### config.mk
export PLATFORM = sky130hd
export DESIGN_NAME = serial_adder_engine
export DESIGN_NICKNAME = d
export VERILOG_FILES = /design/src/rtl/serial_adder_engine.sv
export SDC_FILE = /design/constraint.sdc
export NUM_CORES = 1
export LEC_CHECK = 0
export ABC_AREA = 1
export CAP_MARGIN = 10
export CORE_AREA = 3 3 113 115
export CTS_BUF_LIST = sky130_fd_sc_hd__clkbuf_2 sky130_fd_sc_hd__clkbuf_4 sky130_fd_sc_hd__clkbuf_8
export DETAILED_ROUTE_END_ITERATION = 10
export DIE_AREA = 0 0 116 118
export PLACE_DENSITY = 0.86
export REMOVE_ABC_BUFFERS = 1
export SLEW_MARGIN = 10
export SYNTH_ARGS = -nofsm -noshare
export SYNTH_HDL_FRONTEND = slang
export SYNTH_SLANG_ARGS = --single-unit
export TNS_END_PERCENT = 50
### constraint.sdc
create_clock -name clk -period 1.65 [get_ports clk]
set_input_delay 0.33 -clock clk [delete_from_list [all_inputs] [get_ports clk]]
set_output_delay 0.33 -clock clk [all_outputs]
set_load 0.005 [all_outputs]
### src/rtl/serial_adder_engine.sv
// Digit-serial add/subtract engine: one shared DIGIT-bit adder slice walks
// the operands LSB-first and delivers sum, carry-out and signed overflow
// behind valid/ready handshakes on both sides.
module serial_adder_engine #(
  parameter int WIDTH = 32,
  parameter int DIGIT = 4
) (
  input  logic             clk,
  input  logic             rst,
  input  logic             in_valid,
  output logic             in_ready,
  input  logic [WIDTH-1:0] a,
  input  logic [WIDTH-1:0] b,
  input  logic             cin,
  input  logic             sub,
  output logic             out_valid,
  input  logic             out_ready,
  output logic [WIDTH-1:0] sum,
  output logic             cout,
  output logic             ovf,
  output logic             busy
);
  localparam int NDIG = WIDTH / DIGIT;
  localparam int CW   = (NDIG > 1) ? $clog2(NDIG) : 1;

  generate
    if (DIGIT < 1 || DIGIT > WIDTH || (WIDTH % DIGIT) != 0) begin : g_bad_param
      $error("serial_adder_engine: WIDTH must be a non-zero multiple of DIGIT");
    end
  endgenerate

  typedef enum logic [1:0] {IDLE, RUN, DONE} state_t;

  state_t           state;
  logic [WIDTH-1:0] opa, opb, res;
  logic             carry;
  logic [CW-1:0]    cnt;

  logic [DIGIT:0]   slc;
  logic [WIDTH-1:0] res_nxt;
  logic             slc_ovf;

  // Accept only from IDLE, and never while reset is asserted.
  assign in_ready = (state == IDLE) && !rst;

  // Shared adder slice on the low digit; its result enters the top of the
  // result shift register. Overflow uses the equivalent sign test: the MSB
  // inputs agree but the MSB result differs (carry-in xor carry-out of MSB).
  always_comb begin
    slc     = {1'b0, opa[DIGIT-1:0]} + {1'b0, opb[DIGIT-1:0]} + {{DIGIT{1'b0}}, carry};
    res_nxt = WIDTH'({slc[DIGIT-1:0], res} >> DIGIT);
    slc_ovf = (opa[DIGIT-1] == opb[DIGIT-1]) && (slc[DIGIT-1] != opa[DIGIT-1]);
  end

  // Control FSM plus datapath; sum/cout/ovf only change on entry to DONE.
  always_ff @(posedge clk) begin
    if (rst) begin
      state     <= IDLE;
      cnt       <= '0;
      opa       <= '0;
      opb       <= '0;
      res       <= '0;
      carry     <= 1'b0;
      sum       <= '0;
      cout      <= 1'b0;
      ovf       <= 1'b0;
      out_valid <= 1'b0;
      busy      <= 1'b0;
    end else begin
      case (state)
        IDLE: begin
          if (in_valid) begin
            // Subtract as A + ~B + ~borrow.
            opa   <= a;
            opb   <= sub ? ~b : b;
            carry <= sub ^ cin;
            cnt   <= '0;
            res   <= '0;
            busy  <= 1'b1;
            state <= RUN;
          end
        end
        RUN: begin
          opa   <= opa >> DIGIT;
          opb   <= opb >> DIGIT;
          res   <= res_nxt;
          carry <= slc[DIGIT];
          cnt   <= cnt + 1'b1;
          if (cnt == CW'(NDIG - 1)) begin
            sum       <= res_nxt;
            cout      <= slc[DIGIT];
            ovf       <= slc_ovf;
            out_valid <= 1'b1;
            state     <= DONE;
          end
        end
        DONE: begin
          if (out_ready) begin
            out_valid <= 1'b0;
            busy      <= 1'b0;
            state     <= IDLE;
          end
        end
        default: state <= IDLE;
      endcase
    end
  end
endmodule

======== Yosys cells after proc, flatten, opt, wreduce, memory -nomap -nowiden ========
Cells that the tools add are included.
storage, ports and cells
  flip-flop bits (word level) ............. 138
  latch bits .............................. 0
  bits in writable memories ............... 0
  ROM bits ................................ 0
  bits of input ports ..................... 70
  output and inout bits ................... 37
  logic and storage cells ................. 56
  memories ................................ 0
operators by class
  add/sub/neg operators ................... 3
  $mul .................................... 0
  divide/modulo/power cells ............... 0
  order comparisons ....................... 0
  eq/ne operators ......................... 8
  shifts and indexed selects .............. 0
  multiplexer cells ....................... 20
  bitwise gates (word level) .............. 2
  reduce and logical (&&, ||, !) cells .... 12
operators with widths
  operator                                              number
  case mux 32 bit (2 select lines)                      3
  2-to-1 mux 32 bit                                     4
  NOT 32 bit                                            1
  AND reduction 3 bit                                   3
  2-to-1 mux 2 bit                                      3
  != test 2 bit (second input constant)                 3
  case mux 1 bit (2 select lines)                       3
  case mux 2 bit (3 select lines)                       1
  case mux 3 bit (2 select lines)                       1
  nonzero test 2 bit                                    3
  adder 4 x 4 -> 5 bit                                  1
  adder 5 x 1 -> 5 bit                                  1
  2-to-1 mux 1 bit                                      4
  AND reduction 2 bit                                   2
  adder 3 x 1 -> 3 bit (second input constant)          1
  equality test 3 bit (second input constant)           1
  2-to-1 mux 3 bit                                      1
  equality test 2 x 1 -> 1 bit (second input constant)  1
  equality test 2 bit (second input constant)           1
  logical AND 1 bit                                     2
  zero test 2 bit                                       1
  equality test 1 bit                                   1
  zero test 1 bit                                       1
  != test 1 bit                                         1
  XOR 1 bit                                             1

======== Longest topological paths before layout ========
Gate-level depths: netlist of run 1.
  depth after elaboration ................. 4
  depth in mapped cells ................... 9
  gate-level depth less buffers ........... 8

======== Worst setup path after synthesis of run 1 ========
No wires, ideal clock.
  kind .................................... register to register
  start point ............................. reg opa[0]
  end point ............................... reg carry
  setup time .............................. 0.128 ns
  arrival ................................. 1.535 ns
  required time ........................... 1.522 ns
  path slack .............................. -0.013 ns
  cell stages (with the launch flop) ...... 7
  buffers on the path ..................... 0
  period minus slack after synthesis ...... 1.663 ns
  path through ............................ dfxtp_1 -> fa_1 -> fa_1 -> a21oi_1 -> nor2_1 -> nor2_1 -> nor2_1
on the way
  word-level cells in the longest chain between the ends .. 3
RTL lines
  item                             RTL line  text
  from (decl)                      35        logic [WIDTH-1:0] opa, opb, res;
  from (signal assigned)           84        opa <= opa >> DIGIT;
  adder 4 x 4 -> 5 bit             50        slc = {1'b0, opa[DIGIT-1:0]} + {1'b0, opb[DIGIT-1:0]} + {{DIGIT{1'b0}}, carry};
  adder 5 x 1 -> 5 bit             50
  case mux 1 bit (2 select lines)  70        case (state)
  to (signal assigned)             76        carry <= sub ^ cin;
  to (signal assigned)             87        carry <= slc[DIGIT];
  to (decl)                        36        logic carry;
Every way passes these cells.
A chain may end at the register's enable or synchronous reset.

======== Worst setup path after layout of run 1 ========
Same ends and word-level chain as after synthesis.

==> flow_summary.ini, run 1 <==
[outcome]
status = complete, no violations

[power_and_ir_drop]
power_leakage_uw = 0.003447
pwr_density_cell_mw_per_mm2 = 987.7
irDropWorstVdd_mv = 0.6316
design_power_total_uw = 7533

[min_path]
worst_hold_path_type = input pin to flop
whs_path_depth = 3
hold_start = rst
holdPathEnd = opa[29]$_SDFFE_PP0P_

[grt]
first_pass_grt_wire_length_um = 22360
number_of_antenna_violations_at_the_first_check_in_global_routing = 1
globalRouteOverflowTotal = 0
grt_pass1_vias = 4878
grt_max_degree = 72
groute.usage.overall_pct = 19.86

[clock_network]
clock_transition_at_the_registers_of_the_reported_paths_ns = 0.08
cts.sink_count = 134
cts_tree = done
htreeDepth = 4
clkLatencyLatePin_ns = 0.42
cts-buffers-inserted = 17
cts_root_buf = clkbuf_8
ctsLongestPathBuffers = 2
holdBufCountCts = 0

[worst_setup_path]
crit-reg2reg-launch = opa[0]$_SDFFE_PP0P_
rr_endpoint = carry$_SDFFE_PP0P_
critPathLaunchType = flop
criticalPathCategory = flop to flop
timing.critical_path.slowest_stage_cell = fa_2
crit_path_max_incr_delay_ns = 0.42
timing.critical_path.fanout_max = 2
critPathCaptureType = flop
cell_breakdown_of_the_critical_path = fa_2 > fa_2 > a21oi_4 > nor2_1 > nor2_1 > nor2_1
cp.required_ns = 1.95
cp_data_arrival_time_ns = 1.93
timing.critical_path.mode_cell = nor2_1
worst-r2r-setup-slack_ns = 0.02
rr_worst_depth = 6

[floorplanning]
io_pins = 107
die_y_um = 118
rows = 40
floorplan.initialDensity_pct = 48.73
floorplan.die.width_um = 116
die_area_mm2 = 0.01369
coreArea_mm2 = 0.01191

[synth]
synth_top_family_by_area = simple AND/OR/NAND/NOR gates
synth_fa_ha_area_share_pct = 1.768
area_of_the_mapped_netlist_mm2 = 0.005804
ys_async_sr_fraction_pct = 0
synth_top_cell_area_share_pct = 46.22
synth.mux.area_fraction_pct = 0
synthCells = 811
synth.avg_cell_area_um2 = 7.157
yosysMostFrequentCell = nand2_1
ys_top_cells_by_count = nand2_1 (311), dfxtp_1 (134), a21oi_1 (86), inv_1 (49), nand3_1 (41)
leading_cell_types_by_total_area_after_synthesis = dfxtp_1 (46%), nand2_1 (20%), a21oi_1 (7.4%)
synth-edff-count = 0
synth-seq-area-share_pct = 46.22
compound_gate_portion_of_the_synthesized_area_pct = 12.18
xor_xnor_cell_area_share_of_the_yosys_netlist_pct = 5.130
synth-simple-area-share_pct = 26.49
yosysWarnings = 0
synth_ff_type = dfxtp_1
synth_largest_area_cell = dfxtp_1
synth_seq_cells = 134
yosys_cell_types = 24

[timing]
finalSetupViolations = 0
highest_clock_frequency_the_design_can_meet_mhz = 615.3
final.min_clock_period_ns = 1.625
max_slew_margin_pct = 76.52
finalCritPeriodShare_pct = 98.50
final_max_slew_viol_count = 0
worst_pin_slew_ns = 0.3522
grt_setup_unrepaired = yes
hold-worst-slack_ns = 0.4467
hold_violations = 0
skew_ns = 0.01173

[cells_and_area]
final.fill_count = 1036
areaGrowthSynthToFinish_pct = 31.41
final_nets = 985
post_route_cells_drive_above_1_share_pct = 9.555
diodes = 0
layout.core_utilization_pct = 64.03

[placed_design]
hpwlAfterDp_um = 8494
port_buffers = 106
gp_congestion = 0.7789

[detailed_routing]
post_dr_wirelength_cell_um = 12.46
number_of_drc_violations_after_detailed_routing_iteration_0 = 358
route.detailed.drc = 0
detailroute.via_count = 5272
route.detailed.vias_per_inst = 4.936
ant_nets = 0
drtPass1Iterations = 6
totalWireLength_um = 13310

[flow_run]
number_of_violations_of_the_max_capacitance_limit = 0
layout make-up:
cell class,count,area (µm²),area share (%)
clock inverters,15,219.0,2.871
clock buffers,17,234.0,3.068
flip-flops and latches,134,2700,35.40
multi-input cells,570,2690,35.27
inverters,54,205.2,2.690
well taps,147,183.9,2.411
repair buffers,131,1395,18.29
layer usage:
| metal | wire length [µm] | part of all wire, % | GRT usage, % | up-vias |
|---|---|---|---|---|
| met5 | 17 | 0.13 | 0 | - |
| met4 | 141 | 1.1 | 5.004 | 2 |
| met3 | 685 | 5.1 | 4.987 | 14 |
| met2 | 6347 | 48 | 32.95 | 140 |
| met1 | 6120 | 46 | 25.69 | 2385 |
| li1 | - | - | - | 2731 |
state kept, by name, summed over array words and instances (netlist names):
signal / flops
out_valid: 1
res: 28
ovf: 1
sum: 32
busy: 1
carry: 1
cout: 1
opa: 32
state: 2
cnt: 3
opb: 32
what timing repair did:
action | in CTS | in global routing
buffers inserted | 0 | 3
endpoints found under the setup margin | 10 | 30
pin swaps | 5 | 4
gates resized for setup | 13 | 24
cell usage in the layout, fill, tap and decap left out, types with 3 or more instances in the layout:
cell / synthesis / routed
ha_1: 5 / 5
clkinv_4: 0 / 4
o21ai_1: 4 / 4
dfxtp_1: 134 / 120
dfxtp_2: 0 / 14
clkdlybuf4s50_1: 0 / 92
nand3_1: 41 / 41
inv_6: 0 / 3
buf_12: 0 / 11
a21oi_1: 86 / 84
inv_1: 49 / 49
buf_4: 13 / 13
o211a_1: 4 / 4
nor2_1: 37 / 37
o21ai_0: 40 / 40
inv_2: 4 / 4
dlymetal6s2s_1: 0 / 9
nand2_1: 311 / 311
bufinv_16: 0 / 4
clkbuf_8: 0 / 17
xor2_1: 33 / 32
critical path: cells and delay by family, from the launching register on:
| family | cells | cell delay, ns |
|---|---|---|
| fa+ha+maj | 2 | 0.83 |
| flops | 1 | 0.34 |
| simple gates | 3 | 0.17 |
| compound gates | 1 | 0.16 |
where the power goes:
part           internal, µW  switching, µW  total (µW)
Combinational           463            531         994
Clock                  1690           1390        3080
Sequential             3380           80.6        3460
Total                  5540           2000        7530
how the worst max path moves through the flow:
stage                                      from                   to  slack (ns)  cells past startpoint
final                       opa[0]$_SDFFE_PP0P_   carry$_SDFFE_PP0P_        0.02                      6
after floorplan           state[0]$_SDFFE_PP0P_  opa[0]$_SDFFE_PP0P_       -1.83                      3
after global routing        opa[0]$_SDFFE_PP0P_   carry$_SDFFE_PP0P_      -0.004                      6
after CTS                    carry$_SDFFE_PP0P_   carry$_SDFFE_PP0P_       -0.01                      6
after global placement      opa[0]$_SDFFE_PP0P_   carry$_SDFFE_PP0P_       -0.03                      6
after detailed placement    opa[0]$_SDFFE_PP0P_   carry$_SDFFE_PP0P_       -0.12                      6
kinds of logic (layout without fill, tap and decap cells):
| kind of cell | after synthesis | in the layout |
|---|---|---|
| AO/OA/AOI/OAI | 136 | 136 |
| XOR/XNOR | 34 | 34 |
| adder cells (fa/ha/maj) | 7 | 7 |
| buffers and inverters | 107 | 217 |
| flip-flops | 134 | 134 |
| AND/OR/NAND/NOR | 393 | 393 |
per-stage QoR:
| stage | std cells | cell area [µm²] | setup WS (ns) | TNS [ns] |
|---|---|---|---|---|
| floorplan | 758 | 5530 | -1.833 | -128.12 |
| global placement | 1033 | 7081 | -0.03279 | -0.03279 |
| detailed placement | 1033 | 7081 | -0.1155 | -0.2843 |
| CTS | 1065 | 7553 | -0.01163 | -0.01163 |
| global route | 1068 | 7627 | -0.004287 | -0.004287 |
| finish | 1068 | 7627 | 0.02478 | 0 |
No activity file was read; power rests on OpenSTA's default activity.
==> run 2: changes to the inputs <==
--- a/config.mk
+++ b/config.mk
@@ -9,6 +9,7 @@
 export CAP_MARGIN = 10
 export CORE_AREA = 3 3 113 115
 export CTS_BUF_LIST = sky130_fd_sc_hd__clkbuf_2 sky130_fd_sc_hd__clkbuf_4 sky130_fd_sc_hd__clkbuf_8
+export CTS_CLUSTER_SIZE = 25
 export DETAILED_ROUTE_END_ITERATION = 10
 export DIE_AREA = 0 0 116 118
 export PLACE_DENSITY = 0.86
==> results of run 2 <==
Same layout as run 1: the final DEF is identical, and so are final timing and power.
==> run 3: changes to the inputs <==
--- a/config.mk
+++ b/config.mk
@@ -7,11 +7,11 @@
 export LEC_CHECK = 0
 export ABC_AREA = 1
 export CAP_MARGIN = 10
-export CORE_AREA = 3 3 113 115
+export CORE_AREA = 5 5 115 117
 export CTS_BUF_LIST = sky130_fd_sc_hd__clkbuf_2 sky130_fd_sc_hd__clkbuf_4 sky130_fd_sc_hd__clkbuf_8
 export CTS_CLUSTER_SIZE = 25
 export DETAILED_ROUTE_END_ITERATION = 10
-export DIE_AREA = 0 0 116 118
+export DIE_AREA = 0 0 120 122
 export PLACE_DENSITY = 0.86
 export REMOVE_ABC_BUFFERS = 1
 export SLEW_MARGIN = 10
==> flow_summary.ini, run 3 (synthesized netlist as in run 1, its figures left out) <==
[floorplanning]
floorplan.die.width_um = 120
floorplan.initialDensity_pct = 47.34
coreArea_mm2 = 0.01226
die_area_mm2 = 0.01464
io_pins = 107
die_y_um = 122
rows = 41

[detailed_routing]
ant_nets = 0
drtPass1Iterations = 6
number_of_drc_violations_after_detailed_routing_iteration_0 = 388
totalWireLength_um = 12820
route.detailed.vias_per_inst = 4.800
post_dr_wirelength_cell_um = 11.93
route.detailed.drc = 0
detailroute.via_count = 5160

[worst_setup_path]
worst-r2r-setup-slack_ns = 0.04
critPathCaptureType = flop
cp_data_arrival_time_ns = 1.92
rr_worst_depth = 6
critPathLaunchType = flop
timing.critical_path.fanout_max = 2
cp.required_ns = 1.96
criticalPathCategory = flop to flop

[clock_network]
htreeDepth = 4
clkLatencyLatePin_ns = 0.43
cts-buffers-inserted = 17
cts.sink_count = 134
ctsLongestPathBuffers = 2
cts_root_buf = clkbuf_8
clock_transition_at_the_registers_of_the_reported_paths_ns = 0.09
cts_tree = done
holdBufCountCts = 0

[timing]
highest_clock_frequency_the_design_can_meet_mhz = 621.5
worst_pin_slew_ns = 0.5176
final_max_slew_viol_count = 0
grt_setup_unrepaired = yes
max_slew_margin_pct = 65.49
final.min_clock_period_ns = 1.609
finalCritPeriodShare_pct = 97.51
hold_violations = 0
finalWorstSetupSlack_ns = 0.04103
finalSetupViolations = 0
skew_ns = 0.01457
hold-worst-slack_ns = 0.4191

[placed_design]
place_worst_setup_slack_ns = -0.07179
hpwlAfterDp_um = 8542
gp_congestion = 0.7864
port_buffers = 106

[flow_run]
number_of_violations_of_the_max_capacitance_limit = 0

[cells_and_area]
post_route_cells_drive_above_1_share_pct = 11.78
layout.area.seq_mm2 = 0.002723
final_cell_mix = nand2_1 (311), dfxtp_1 (102), a21oi_1 (85)
multi_input_area_mm2 = 0.002676
final_nets = 989
areaGrowthSynthToFinish_pct = 31.06
reg_top3 = opa x32, opb x32, sum x32
commonest_non_fill_non_tap_cell_in_the_layout = nand2_1
final.fill_count = 1081
diodes = 0

[outcome]
status = complete, no violations

[grt]
globalRouteOverflowTotal = 0
grt_max_degree = 52
number_of_antenna_violations_at_the_first_check_in_global_routing = 0
grt_pass1_vias = 4732
groute.usage.overall_pct = 17.77
first_pass_grt_wire_length_um = 21400

[power_and_ir_drop]
pwr_density_cell_mw_per_mm2 = 923.5
irDropWorstVdd_mv = 0.4839
power_leakage_uw = 0.003685
design_power_total_uw = 7025

[min_path]
whs_path_depth = 4
worst_hold_path_type = input pin to flop
run 3: cell types whose count changed in the layout (fill, tap and decap cells not counted), moves of 2 or more:
| cell | before | now |
|---|---|---|
| dfxtp_2 | 14 | 32 |
| dfxtp_1 | 120 | 102 |
| nor2_2 | 0 | 2 |
| dlymetal6s2s_1 | 9 | 23 |
| bufinv_16 | 4 | 0 |
| buf_12 | 11 | 8 |
| clkinv_8 | 0 | 3 |
| clkdlybuf4s50_1 | 92 | 79 |
| buf_4 | 13 | 21 |
run 3: worst max-delay path, stage by stage, from the launching register on:
cell and delay (ns):
dfxtp_2 0.34, fa_2 0.41, fa_2 0.41, a21oi_2 0.16
nor2_1 0.05, nor2_1 0.08, nor2_1 0.04
run 3: power breakdown:
group	internal, µW	switching [µW]
sequential	3380	76.0
clock	1130	1480
combinational	444	512
total	4950	2070
run 3: worst paths after layout:
kind,from,end
worst max-delay path,carry$_SDFFE_PP0P_,carry$_SDFFE_PP0P_
worst min-delay path,rst,opb[8]$_SDFFE_PP0P_
worst max register to register,carry$_SDFFE_PP0P_,carry$_SDFFE_PP0P_
worst min register to register,opa[9]$_SDFFE_PP0P_,opa[9]$_SDFFE_PP0P_
run 3: through the flow:
| step | std cells | area, µm² | setup TNS (ns) | util (%) |
|---|---|---|---|---|
| after floorplan | 758 | 5530 | -128.12 | - |
| after global placement | 1037 | 7054 | -0.02445 | 57.54 |
| after detailed placement | 1037 | 7054 | -0.1554 | 57.54 |
| after CTS | 1069 | 7461 | -0.0008467 | 60.85 |
| after global routing | 1075 | 7607 | -0.02098 | 62.05 |
| final | 1075 | 7607 | 0 | 62.05 |
run 3: repair_timing:
| action | CTS | global route |
|---|---|---|
| resized for setup | 11 | 52 |
| setup endpoints to repair | 11 | 39 |
| cloned | 0 | 0 |
| pin swaps | 0 | 6 |
| setup buffers | 0 | 6 |
| endpoints found under the hold margin | 0 | 0 |
run 3: final cells by class:
type / instances / area share [%]
multi-input combinational: 570 / 35.18
tap: 150 / 2.467
sequential: 134 / 35.79
timing repair buffer: 135 / 18.73
clock buffer: 17 / 3.076
clock inverter: 15 / 2.089
inverter: 54 / 2.664
run 3: metal layers:
| layer | GRT usage (%) | share of wire, % | vias to the layer above |
|---|---|---|---|
| met5 | 0 | 0 | - |
| met4 | 3.722 | 0.67 | 0 |
| li1 | - | - | 2749 |
| met2 | 30.21 | 47 | 138 |
| met3 | 4.735 | 5.6 | 11 |
| met1 | 22.84 | 47 | 2262 |
